## config.mk

```make
export PLATFORM = sky130hd
export DESIGN_NAME = rdmap_s2mm_feeder
export DESIGN_NICKNAME = d
export VERILOG_FILES = /design/src/rtl/rdmap_s2mm_feeder.sv
export SDC_FILE = /design/constraint.sdc
export NUM_CORES = 1
export LEC_CHECK = 0
export ABC_AREA = 1
export CORE_AREA = 2 2 168 170
export DETAILED_ROUTE_END_ITERATION = 6
export DIE_AREA = 0 0 170 172
export GPL_ROUTABILITY_DRIVEN = 0
export PLACE_DENSITY = 0.46
export SYNTH_ARGS = -nofsm -noshare
export SYNTH_HDL_FRONTEND = slang
export SYNTH_SLANG_ARGS = --single-unit
export TNS_END_PERCENT = 50
```

## constraint.sdc

```tcl
create_clock -name clk -period 5.2 [get_ports clk]
set_clock_uncertainty 0.1 [all_clocks]
set_input_delay 1.04 -clock clk [delete_from_list [all_inputs] [get_ports clk]]
set_output_delay 1.04 -clock clk [all_outputs]
set_load 0.02 [all_outputs]
```

## src/rtl/rdmap_s2mm_feeder.sv

```systemverilog
// rdmap_s2mm_feeder: drains the RD-map IQ command/data FWFT FIFOs into an AXI
// DataMover S2MM channel, tracks outstanding commands, checks returned status
// and raises a stretched frame-done interrupt once a full RD map is committed.
// Optional build macro: RDMAP_S2MM_TIMEOUT_EN enables the data-stall watchdog
// that drives timeout_err; without it timeout_err is tied to 0.
module rdmap_s2mm_feeder #(
    parameter int unsigned BURST_BEATS      = 256,
    parameter int unsigned MAX_OUTSTANDING  = 8,
    parameter int unsigned BURSTS_PER_FRAME = 128,
    parameter int unsigned IRQ_WIDTH        = 24,
    parameter int unsigned TIMEOUT_CYCLES   = 4096
) (
    input  logic         clk,
    input  logic         rst,
    input  logic [63:0]  cmd_fifo_dout,
    input  logic         cmd_fifo_empty,
    output logic         cmd_fifo_rd_en,
    input  logic [127:0] data_fifo_dout,
    input  logic         data_fifo_empty,
    output logic         data_fifo_rd_en,
    output logic [71:0]  m_axis_s2mm_cmd_tdata,
    output logic         m_axis_s2mm_cmd_tvalid,
    input  logic         m_axis_s2mm_cmd_tready,
    output logic [127:0] m_axis_s2mm_tdata,
    output logic [15:0]  m_axis_s2mm_tkeep,
    output logic         m_axis_s2mm_tlast,
    output logic         m_axis_s2mm_tvalid,
    input  logic         m_axis_s2mm_tready,
    input  logic [7:0]   s_axis_s2mm_sts_tdata,
    input  logic         s_axis_s2mm_sts_tvalid,
    output logic         s_axis_s2mm_sts_tready,
    input  logic         err_clr,
    output logic [4:0]   err_flags,
    output logic         timeout_err,
    output logic         frame_done_irq
);

    localparam int unsigned BEAT_W = $clog2(BURST_BEATS);
    localparam int unsigned OUT_W  = $clog2(MAX_OUTSTANDING + 1);
    localparam int unsigned FRM_W  = $clog2(BURSTS_PER_FRAME);
    localparam int unsigned IRQ_W  = $clog2(IRQ_WIDTH + 1);

    typedef enum logic [1:0] {
        IDLE = 2'd0,
        CMD  = 2'd1,
        DATA = 2'd2
    } state_t;

    state_t              state;
    state_t              state_nxt;
    logic [3:0]          tag;
    logic [3:0]          exp_tag;
    logic [BEAT_W-1:0]   beat_cnt;
    logic [OUT_W-1:0]    outstanding;
    logic [FRM_W-1:0]    burst_cnt;
    logic [IRQ_W-1:0]    irq_cnt;
    logic                cmd_hs;
    logic                data_hs;
    logic                last_hs;
    logic                sts_exp;
    logic                sts_good;
    logic                frame_done;
    logic [4:0]          err_set;

    // AXIS payloads are straight passthrough of the FIFO heads
    assign m_axis_s2mm_cmd_tdata  = {4'h0, tag, cmd_fifo_dout};
    assign m_axis_s2mm_tdata      = data_fifo_dout;
    assign m_axis_s2mm_tkeep      = 16'hFFFF;
    assign s_axis_s2mm_sts_tready = 1'b1;
    assign m_axis_s2mm_tlast      = (state == DATA) && (beat_cnt == BEAT_W'(BURST_BEATS - 1));
    assign frame_done_irq         = (irq_cnt != '0);

    assign cmd_hs     = m_axis_s2mm_cmd_tvalid & m_axis_s2mm_cmd_tready;
    assign data_hs    = m_axis_s2mm_tvalid & m_axis_s2mm_tready;
    assign last_hs    = data_hs & m_axis_s2mm_tlast;
    assign sts_exp    = s_axis_s2mm_sts_tvalid && (outstanding != '0);
    assign sts_good   = sts_exp && s_axis_s2mm_sts_tdata[7] && (s_axis_s2mm_sts_tdata[6:4] == 3'b000);
    assign frame_done = sts_good && (burst_cnt == FRM_W'(BURSTS_PER_FRAME - 1));

    // State register
    always_ff @(posedge clk or posedge rst) begin
        if (rst) state <= IDLE;
        else     state <= state_nxt;
    end

    // Next-state and handshake outputs
    always_comb begin
        state_nxt              = state;
        m_axis_s2mm_cmd_tvalid = 1'b0;
        m_axis_s2mm_tvalid     = 1'b0;
        cmd_fifo_rd_en         = 1'b0;
        data_fifo_rd_en        = 1'b0;
        case (state)
            IDLE: begin
                if (!cmd_fifo_empty && (outstanding < OUT_W'(MAX_OUTSTANDING))) state_nxt = CMD;
            end
            CMD: begin
                m_axis_s2mm_cmd_tvalid = 1'b1;
                cmd_fifo_rd_en         = m_axis_s2mm_cmd_tready;
                if (m_axis_s2mm_cmd_tready) state_nxt = DATA;
            end
            DATA: begin
                m_axis_s2mm_tvalid = !data_fifo_empty;
                data_fifo_rd_en    = !data_fifo_empty && m_axis_s2mm_tready;
                if (!data_fifo_empty && m_axis_s2mm_tready && m_axis_s2mm_tlast) state_nxt = IDLE;
            end
            default: state_nxt = IDLE;
        endcase
    end

    // Status decode into error events; unexpected status only flags itself
    always_comb begin
        err_set = '0;
        if (s_axis_s2mm_sts_tvalid) begin
            if (outstanding == '0) begin
                err_set[4] = 1'b1;
            end else begin
                if (!s_axis_s2mm_sts_tdata[7]) err_set[2:0] = s_axis_s2mm_sts_tdata[6:4];
                if (s_axis_s2mm_sts_tdata[3:0] != exp_tag) err_set[3] = 1'b1;
            end
        end
    end

    // Tag, beat, outstanding, frame and irq bookkeeping
    always_ff @(posedge clk or posedge rst) begin
        if (rst) begin
            tag         <= '0;
            exp_tag     <= '0;
            beat_cnt    <= '0;
            outstanding <= '0;
            burst_cnt   <= '0;
            irq_cnt     <= '0;
        end else begin
            if (cmd_hs)       tag      <= tag + 4'd1;
            if (sts_exp)      exp_tag  <= exp_tag + 4'd1;
            if (last_hs)      beat_cnt <= '0;
            else if (data_hs) beat_cnt <= beat_cnt + BEAT_W'(1);
            case ({cmd_hs, sts_exp})
                2'b10:   outstanding <= outstanding + OUT_W'(1);
                2'b01:   outstanding <= outstanding - OUT_W'(1);
                default: outstanding <= outstanding;
            endcase
            if (frame_done)    burst_cnt <= '0;
            else if (sts_good) burst_cnt <= burst_cnt + FRM_W'(1);
            if (frame_done)          irq_cnt <= IRQ_W'(IRQ_WIDTH);
            else if (irq_cnt != '0)  irq_cnt <= irq_cnt - IRQ_W'(1);
        end
    end

    // Sticky error flags; a same-cycle error event wins over err_clr
    always_ff @(posedge clk or posedge rst) begin
        if (rst) err_flags <= '0;
        else     err_flags <= (err_clr ? 5'b00000 : err_flags) | err_set;
    end

`ifdef RDMAP_S2MM_TIMEOUT_EN
    localparam int unsigned STALL_W = $clog2(TIMEOUT_CYCLES + 1);

    logic [STALL_W-1:0] stall_cnt;
    logic               stall_hit;

    assign stall_hit = (state == DATA) && !data_hs && (stall_cnt == STALL_W'(TIMEOUT_CYCLES - 1));

    // Stall counter: counts non-handshake cycles in DATA, saturates at the limit
    always_ff @(posedge clk or posedge rst) begin
        if (rst)                                          stall_cnt <= '0;
        else if ((state != DATA) || data_hs)              stall_cnt <= '0;
        else if (stall_cnt != STALL_W'(TIMEOUT_CYCLES))   stall_cnt <= stall_cnt + STALL_W'(1);
    end

    // Sticky watchdog flag; FSM keeps waiting for data
    always_ff @(posedge clk or posedge rst) begin
        if (rst) timeout_err <= 1'b0;
        else     timeout_err <= (err_clr ? 1'b0 : timeout_err) | stall_hit;
    end
`else
    logic unused_timeout_cfg;
    assign unused_timeout_cfg = ^TIMEOUT_CYCLES;
    assign timeout_err        = 1'b0;
`endif

endmodule

```

==> summary.txt, run 1 <==
Power
  – Leakage power figure: around 1.4 nW
  – Portion of total power attributed to combinational logic: about a third
  – Switching power share of the total: between 30% and 40%
  – Power density normalized to cell area: 412 nW/um^2
  – Peak VDD IR: 0.0991 mV
  – Switch Pwr: 0.000462 W
  – Part of the total power dissipated in sequential elements: 38.2%
  – Internal portion of total power: ~0.00082 W
  – Sum of internal, switching and leakage power: 0.00128 W
  – Clock network fraction of design power: about 28%

Placed design
  – Number of I/O port buffers: 30
  – HPWL after DPL: 7220 um
  – Cell total after placement: 646
  – Placement Setup Slack: 1.53 ns

Finish
  – Final core utilization: 11.3%
  – Final cell count without fillers: 654
  – P&R area growth vs syn: -16.9%
  – Diode insertion count for antenna repair: 0
  – Combined area of the multi-input logic cells: 1060 um^2
  – Fraction of final layout cells with drive strength greater than 1: 8.44%
  – Nets: 522
  – Filler cells: ~3200
  – Register cell area after layout: 976 um^2

Routing
  – Total detailed-routing wirelength: 8950 um
  – Remaining routing DRC violations: 0
  – Routed length per placed instance: roughly 14 um
  – Post-detailed-route count of antenna-violating nets: 0
  – Iteration-0 DRC Markers: 80
  – Number of iterations in the first detailed-routing pass: 4
  – Vias after detailed routing: 1968
  – Routed via count divided by cell count: 3.01

Global routing
  – Total congestion overflow: 0
  – Global routing usage summed across all routing layers: 5.85%
  – Maximum number of pins on one net before global-route repair: 40
  – First-pass GRT wire length: roughly 12000 um
  – Antenna violations before repair: 0
  – Via count of the first global-routing pass: 1856

Setup path
  – CP max stage cell: sky130_fd_sc_hd__clkdlybuf4s50_1
  – Type of element capturing the critical path: output pin
  – R2R Setup Slk: 3.18 ns
  – Arrival time of data at the critical path endpoint: about 2.5 ns
  – Most numerous cell on the critical path: sky130_fd_sc_hd__clkdlybuf4s50_1
  – Type of element launching the critical path: input port
  – Logic depth of the worst register-to-register path: 13
  – Worst setup path class: input port to output pin
  – Worst-path cell chain: clkdlybuf4s50_1, nand3_2, inv_1, clkdlybuf4s50_1
  – Biggest cell delay along the critical path: 0.61 ns
  – Critical path required time: 4.06 ns
  – Maximum fanout along the worst path: 9

Clock network
  – Clock buffers created by TritonCTS: 5
  – Root Buffer: sky130_fd_sc_hd__clkbuf_16
  – Clock slew at reported path FFs: 0.06 ns
  – H-Tree Level Count: 2
  – Num Clock Sinks: 39
  – Skew-Pair Late Insertion Delay: about 0.28 ns
  – CTS tree: built
  – Number of buffers inserted by hold repair at cts: 0
  – Post-cts gate resize count: 0
  – Setup repair bufs after CTS: 0
  – Buffer depth of the longest clock path: 2

Status
  – Outcome: finished clean

Timing
  – Final Hold Vio Count: 0
  – Highest Clock Rate: 0.273 GHz
  – Number of pins exceeding their max-slew limit in the final report: 0
  – Clock period minus worst slack: around 3.7 ns
  – Setup-failing EPs final: 0
  – Final setup slack of the worst path: 1.54 ns
  – Unrepaired setup endpoints after global routing: false
  – Remaining max-slew budget at the tightest pin: a little over three fifths
  – Post-route clock period utilization: 70.4%
  – Setup total negative slack: 0 ns
  – Tightest Pin Transition: 0.557 ns

Synthesis
  – Asr flop ratio synth: between 90% and 100%
  – Yosys cell types: 27
  – Largest area contributor in the synthesized netlist: sky130_fd_sc_hd__buf_4
  – Commonest cells in the netlist: sky130_fd_sc_hd__buf_4, sky130_fd_sc_hd__nand2_1, sky130_fd_sc_hd__dfrtp_1, sky130_fd_sc_hd__inv_1, sky130_fd_sc_hd__nand3_1
  – EDFF count, synth: 0
  – Commonest register cell after synthesis: sky130_fd_sc_hd__dfrtp_1
  – Area of the mapped netlist: 3740 um^2
  – Flip-flop and latch count after synthesis: 39
  – Synth area leaders: sky130_fd_sc_hd__buf_4, sky130_fd_sc_hd__dfrtp_1, sky130_fd_sc_hd__nand2_1, sky130_fd_sc_hd__inv_1, sky130_fd_sc_hd__nand3_1
  – Cells after synthesis: 464
  – Synth top area share: 42.9%
  – Count of yosys warnings during synthesis: 0
  – Mean cell area of the mapped netlist: 8.07 um^2
  – Seq/Total Area, Yosys: 26.1%
  – Cell with the most instances after synthesis: sky130_fd_sc_hd__buf_4

Flow run
  – Count of maximum capacitance violations: 0

Floorplan
  – Die height: 172 um
  – Cell row count: 61
  – Die extent in x: 170 um
  – Area inside the core boundary: 27500 um^2
  – Die Outline Area: 29200 um^2
  – Initial Utilization: 13.6%
  – Boundary pin count: 437

Min path
  – Hold Crit Class: flip-flop to flip-flop
  – Worst Hold Path Cells: 1
## cell usage in the layout (no fill, tap or decap), drive strengths merged, types with 2 or more instances in the layout
| master | n |
|---|---|
| nand3b | 2 |
| nand2 | 62 |
| a21oi | 2 |
| xnor2 | 12 |
| xor2 | 9 |
| clkdlybuf4s50 | 30 |
| nand4 | 5 |
| nor2 | 19 |
| ha | 7 |
| o21ai | 14 |
| clkbuf | 6 |
| conb | 22 |
| nand3 | 27 |
| clkinv | 2 |
| nor3 | 5 |
| inv | 41 |
| dfrtp | 39 |
## area by class of cell
type | count | share of cell area (%)
Clock buffer | 6 | 4.47
Inverter | 42 | 5.07
Timing Repair Buffer | 31 | 9.90
Multi-Input combinational cell | 188 | 34.2
Clock inverter | 2 | 1.13
Sequential cell | 39 | 31.4
Tap cell | 346 | 13.9
## per-layer routing
metal / vias up / GRT usage, % / share of wire [%]
li1: 875 / - / -
met1: 817 / 4.46 / 27
met2: 168 / 8.09 / 43
met3: 108 / 4.76 / 19
met4: 0 / 7.84 / 12
met5: - / 0 / 0
## through the flow
step           instance area (um^2)  hold slack (ns)
2_1_floorplan                  3820            0.364
3_3_place_gp                   2940            0.371
3_5_place_dp                   2940            0.380
4_1_cts                        3110            0.389
5_1_grt                        3110            0.423
6_report                       3110            0.382
## power groups by stage
| stage | clock (W) | sequential (W) | combinational [W] |
|---|---|---|---|
| after detailed placement | 0 | 0.000498 | 0.000436 |
| final | 0.000362 | 0.000490 | 0.000429 |
| after global routing | 0.000394 | 0.000506 | 0.000490 |
| after floorplan | 0 | 0.000501 | 0.000515 |
| after global placement | 0 | 0.000497 | 0.000435 |
| after CTS | 0.000378 | 0.000493 | 0.000438 |
## cell families after synthesis
family                     Yosys count  share of synthesized area (%)
adders and majority gates            7                           2.34
buffers and inverters              257                           47.5
other                                2                          0.201
xor gates and xnor gates            21                           5.12
DFF                                 39                           26.1
and+or+nand+nor                    120                           16.1
AOI/OAI and AO/OA                   18                           2.57
## sequential cells by signal, indices dropped and copies added (netlist names)
name	count
beat_cnt	8
burst_cnt	7
tag	4
irq_cnt	5
exp_tag	4
outstanding	4
err_flags	5
state	2
## worst max-delay path, delay by kind of cell
family,cells,cell delay [ns]
and+or+nand+nor,1,0.21
buffers and inverters,3,1.27
## worst paths after layout
kind                                   startpoint             end
max                        m_axis_s2mm_cmd_tready  cmd_fifo_rd_en
min                                        tag[3]          tag[3]
max reg2reg                        outstanding[3]  outstanding[3]
min reg2reg                                tag[3]          tag[3]
max in group asynchronous                     rst    err_flags[4]
min in group asynchronous                     rst     beat_cnt[7]
Note: power is estimated with default switching activity, not from simulation.
==> inputs of run 2 (changes only) <==
Settings changed: PLACE_DENSITY 0.46 to 0.47.
Clock period 5.2 ns to 3.05 ns, I/O delays scaled along.
==> run 2 against run 1 <==
  * Critical endpoint unchanged
  * Clock power is 72% higher
  * Core utilization hardly changed
  * Setup slack worse by 1.2 ns
  * Critical path depth stayed put
  * Highest routed layer unchanged
  * Total power grew 72%
  * Register-to-register slack lost 2.1 ns
  * Combinational power is 75% higher
  * Sequential share of layout area is 0.076 points lower
  * Wire length about the same
==> summary.txt, run 2 (same netlist as run 1, synthesis figures left out) <==
Status
  – Outcome: finished clean

Routing
  – Total detailed-routing wirelength: 8950 um
  – Vias after detailed routing: 1946
  – Routed length per placed instance: 13.7 um
  – Remaining routing DRC violations: 0
  – Post-detailed-route count of antenna-violating nets: 0
  – Iteration-0 DRC Markers: 52
  – Number of iterations in the first detailed-routing pass: 4
  – Routed via count divided by cell count: 2.97

Floorplan
  – Initial Utilization: 13.6%
  – Die Outline Area: approximately 30000 um^2
  – Die height: 172 um
  – Area inside the core boundary: 27500 um^2
  – Die extent in x: 170 um
  – Boundary pin count: between 400 and 500
  – Cell row count: a little over 60

Clock network
  – Clock buffers created by TritonCTS: 5
  – H-Tree Level Count: 2
  – Root Buffer: sky130_fd_sc_hd__clkbuf_16
  – Post-cts gate resize count: 0
  – Number of buffers inserted by hold repair at cts: 0
  – Setup repair bufs after CTS: 0
  – Skew-Pair Late Insertion Delay: 0.28 ns
  – Clock slew at reported path FFs: 0.06 ns
  – Num Clock Sinks: 39
  – Buffer depth of the longest clock path: 2
  – CTS tree: built

Setup path
  – Type of element capturing the critical path: output pin
  – Biggest cell delay along the critical path: 0.70 ns
  – CP max stage cell: sky130_fd_sc_hd__clkdlybuf4s50_1
  – Maximum fanout along the worst path: 3
  – Worst setup path class: input port to output pin
  – Worst-path cell chain: clkdlybuf4s50_1, nand3_2, inv_1, clkdlybuf4s50_1
  – Family of cells with the greatest summed delay on the critical path: buffers and inverters
  – Critical path required time: 2.34 ns
  – Combined buffer and inverter count along the critical path: 3
  – Most numerous cell on the critical path: sky130_fd_sc_hd__clkdlybuf4s50_1
  – Arrival time of data at the critical path endpoint: 2.02 ns
  – Type of element launching the critical path: input port
  – R2R Setup Slk: 1.08 ns

Finish
  – Largest registers: beat_cnt: 8 flops, burst_cnt: 7 flops
  – P&R area growth vs syn: -16.7%
  – Largest register FFs: 8
  – Combined area of the multi-input logic cells: 1060 um^2
  – Nets: between 500 and 600
  – Fraction of final layout cells with drive strength greater than 1: 8.74%
  – Largest reg by FF count: beat_cnt
  – Diode insertion count for antenna repair: 0
  – Commonest cells after routing, fill and taps aside: sky130_fd_sc_hd__nand2_1, sky130_fd_sc_hd__dfrtp_1, sky130_fd_sc_hd__inv_1
  – Register cell area after layout: roughly 1000 um^2
  – Final core utilization: 11.3%
  – Most common library cell in the layout ignoring fill and taps: sky130_fd_sc_hd__nand2_1
  – Filler cells: 3196

Timing
  – Highest Clock Rate: ~0.37 GHz
  – Setup total negative slack: 0 ns
  – Final setup slack of the worst path: 0.325 ns
  – Post-route clock period utilization: 89.4%
  – Final Hold Vio Count: 0
  – Clock period minus worst slack: around 2.7 ns
  – Setup-failing EPs final: 0
  – Remaining max-slew budget at the tightest pin: approximately 62%
  – Number of pins exceeding their max-slew limit in the final report: 0
  – Unrepaired setup endpoints after global routing: false
  – Final hold slack: 0.378 ns
  – Tightest Pin Transition: 0.569 ns

Power
  – Internal portion of total power: ~0.0014 W
  – Portion of total power attributed to combinational logic: approximately a third
  – Leakage power figure: 1.44 nW
  – Power density normalized to cell area: 708 nW/um^2
  – Switch Pwr: 0.000807 W
  – Part of the total power dissipated in sequential elements: between 30 and 40%
  – Sum of internal, switching and leakage power: 0.00221 W
  – Clock network fraction of design power: 28.1%
  – Switching power share of the total: 36.6%
  – Peak VDD IR: 0.218 mV

Flow run
  – Count of maximum capacitance violations: 0

Placed design
  – Placement Setup Slack: 0.307 ns
  – HPWL after DPL: 7320 um
  – Number of I/O port buffers: 30

Min path
  – Hold Crit Class: flip-flop to flip-flop

Global routing
  – Maximum number of pins on one net before global-route repair: 40
  – Via count of the first global-routing pass: 1951
  – First-pass GRT wire length: about 12000 um
  – Total congestion overflow: 0
  – Global routing usage summed across all routing layers: 5.88%
  – Antenna violations before repair: 0
-- run 2: cell types whose count changed in the layout (fill, tap and decap cells not counted), sizes merged --
cell,delta
inv,+1
clkinv,-1
buf,+1
-- run 2: worst paths after layout --
kind	startpoint	to	cells past startpoint
max	m_axis_s2mm_cmd_tready	cmd_fifo_rd_en	4
min	tag[3]	tag[3]	1
max reg2reg	outstanding[3]	outstanding[3]	13
min reg2reg	tag[3]	tag[3]	1
max in group asynchronous	rst	tag[0]	3
min in group asynchronous	rst	irq_cnt[4]	3
-- run 2: layout make-up --
cell class              instances  area share (%)
well taps                     346            13.9
flip-flops and latches         39            31.3
repair buffers                 32            10.1
inverters                      42            5.06
clock inverters                 2            1.12
clock buffers                   6            4.45
multi-input cells             188            34.1
-- run 2: power by group through the flow --
stage	combinational [W]	clock (W)	sequential, W
2_1_floorplan	0.000879	0	0.000854
3_3_place_gp	0.000763	0	0.000844
3_5_place_dp	0.000766	0	0.000847
4_1_cts	0.000770	0.000652	0.000839
5_1_grt	0.000854	0.000670	0.000862
6_report	0.000752	0.000621	0.000835
-- run 2: metrics by stage --
step           instances  cell area (um^2)
6_report             655              3120
4_1_cts              655              3120
2_1_floorplan        484              3820
3_3_place_gp         647              2940
3_5_place_dp         647              2940
5_1_grt              655              3120
-- run 2: routing by layer --
| layer | track usage (%) | vias to the layer above | wire length (um) |
|---|---|---|---|
| li1 | - | 876 | - |
| met1 | 4.83 | 806 | 2560 |
| met2 | 8.66 | 160 | 3950 |
| met3 | 4.83 | 104 | 1620 |
| met4 | 5.83 | 0 | 821 |
| met5 | 0 | - | 0 |
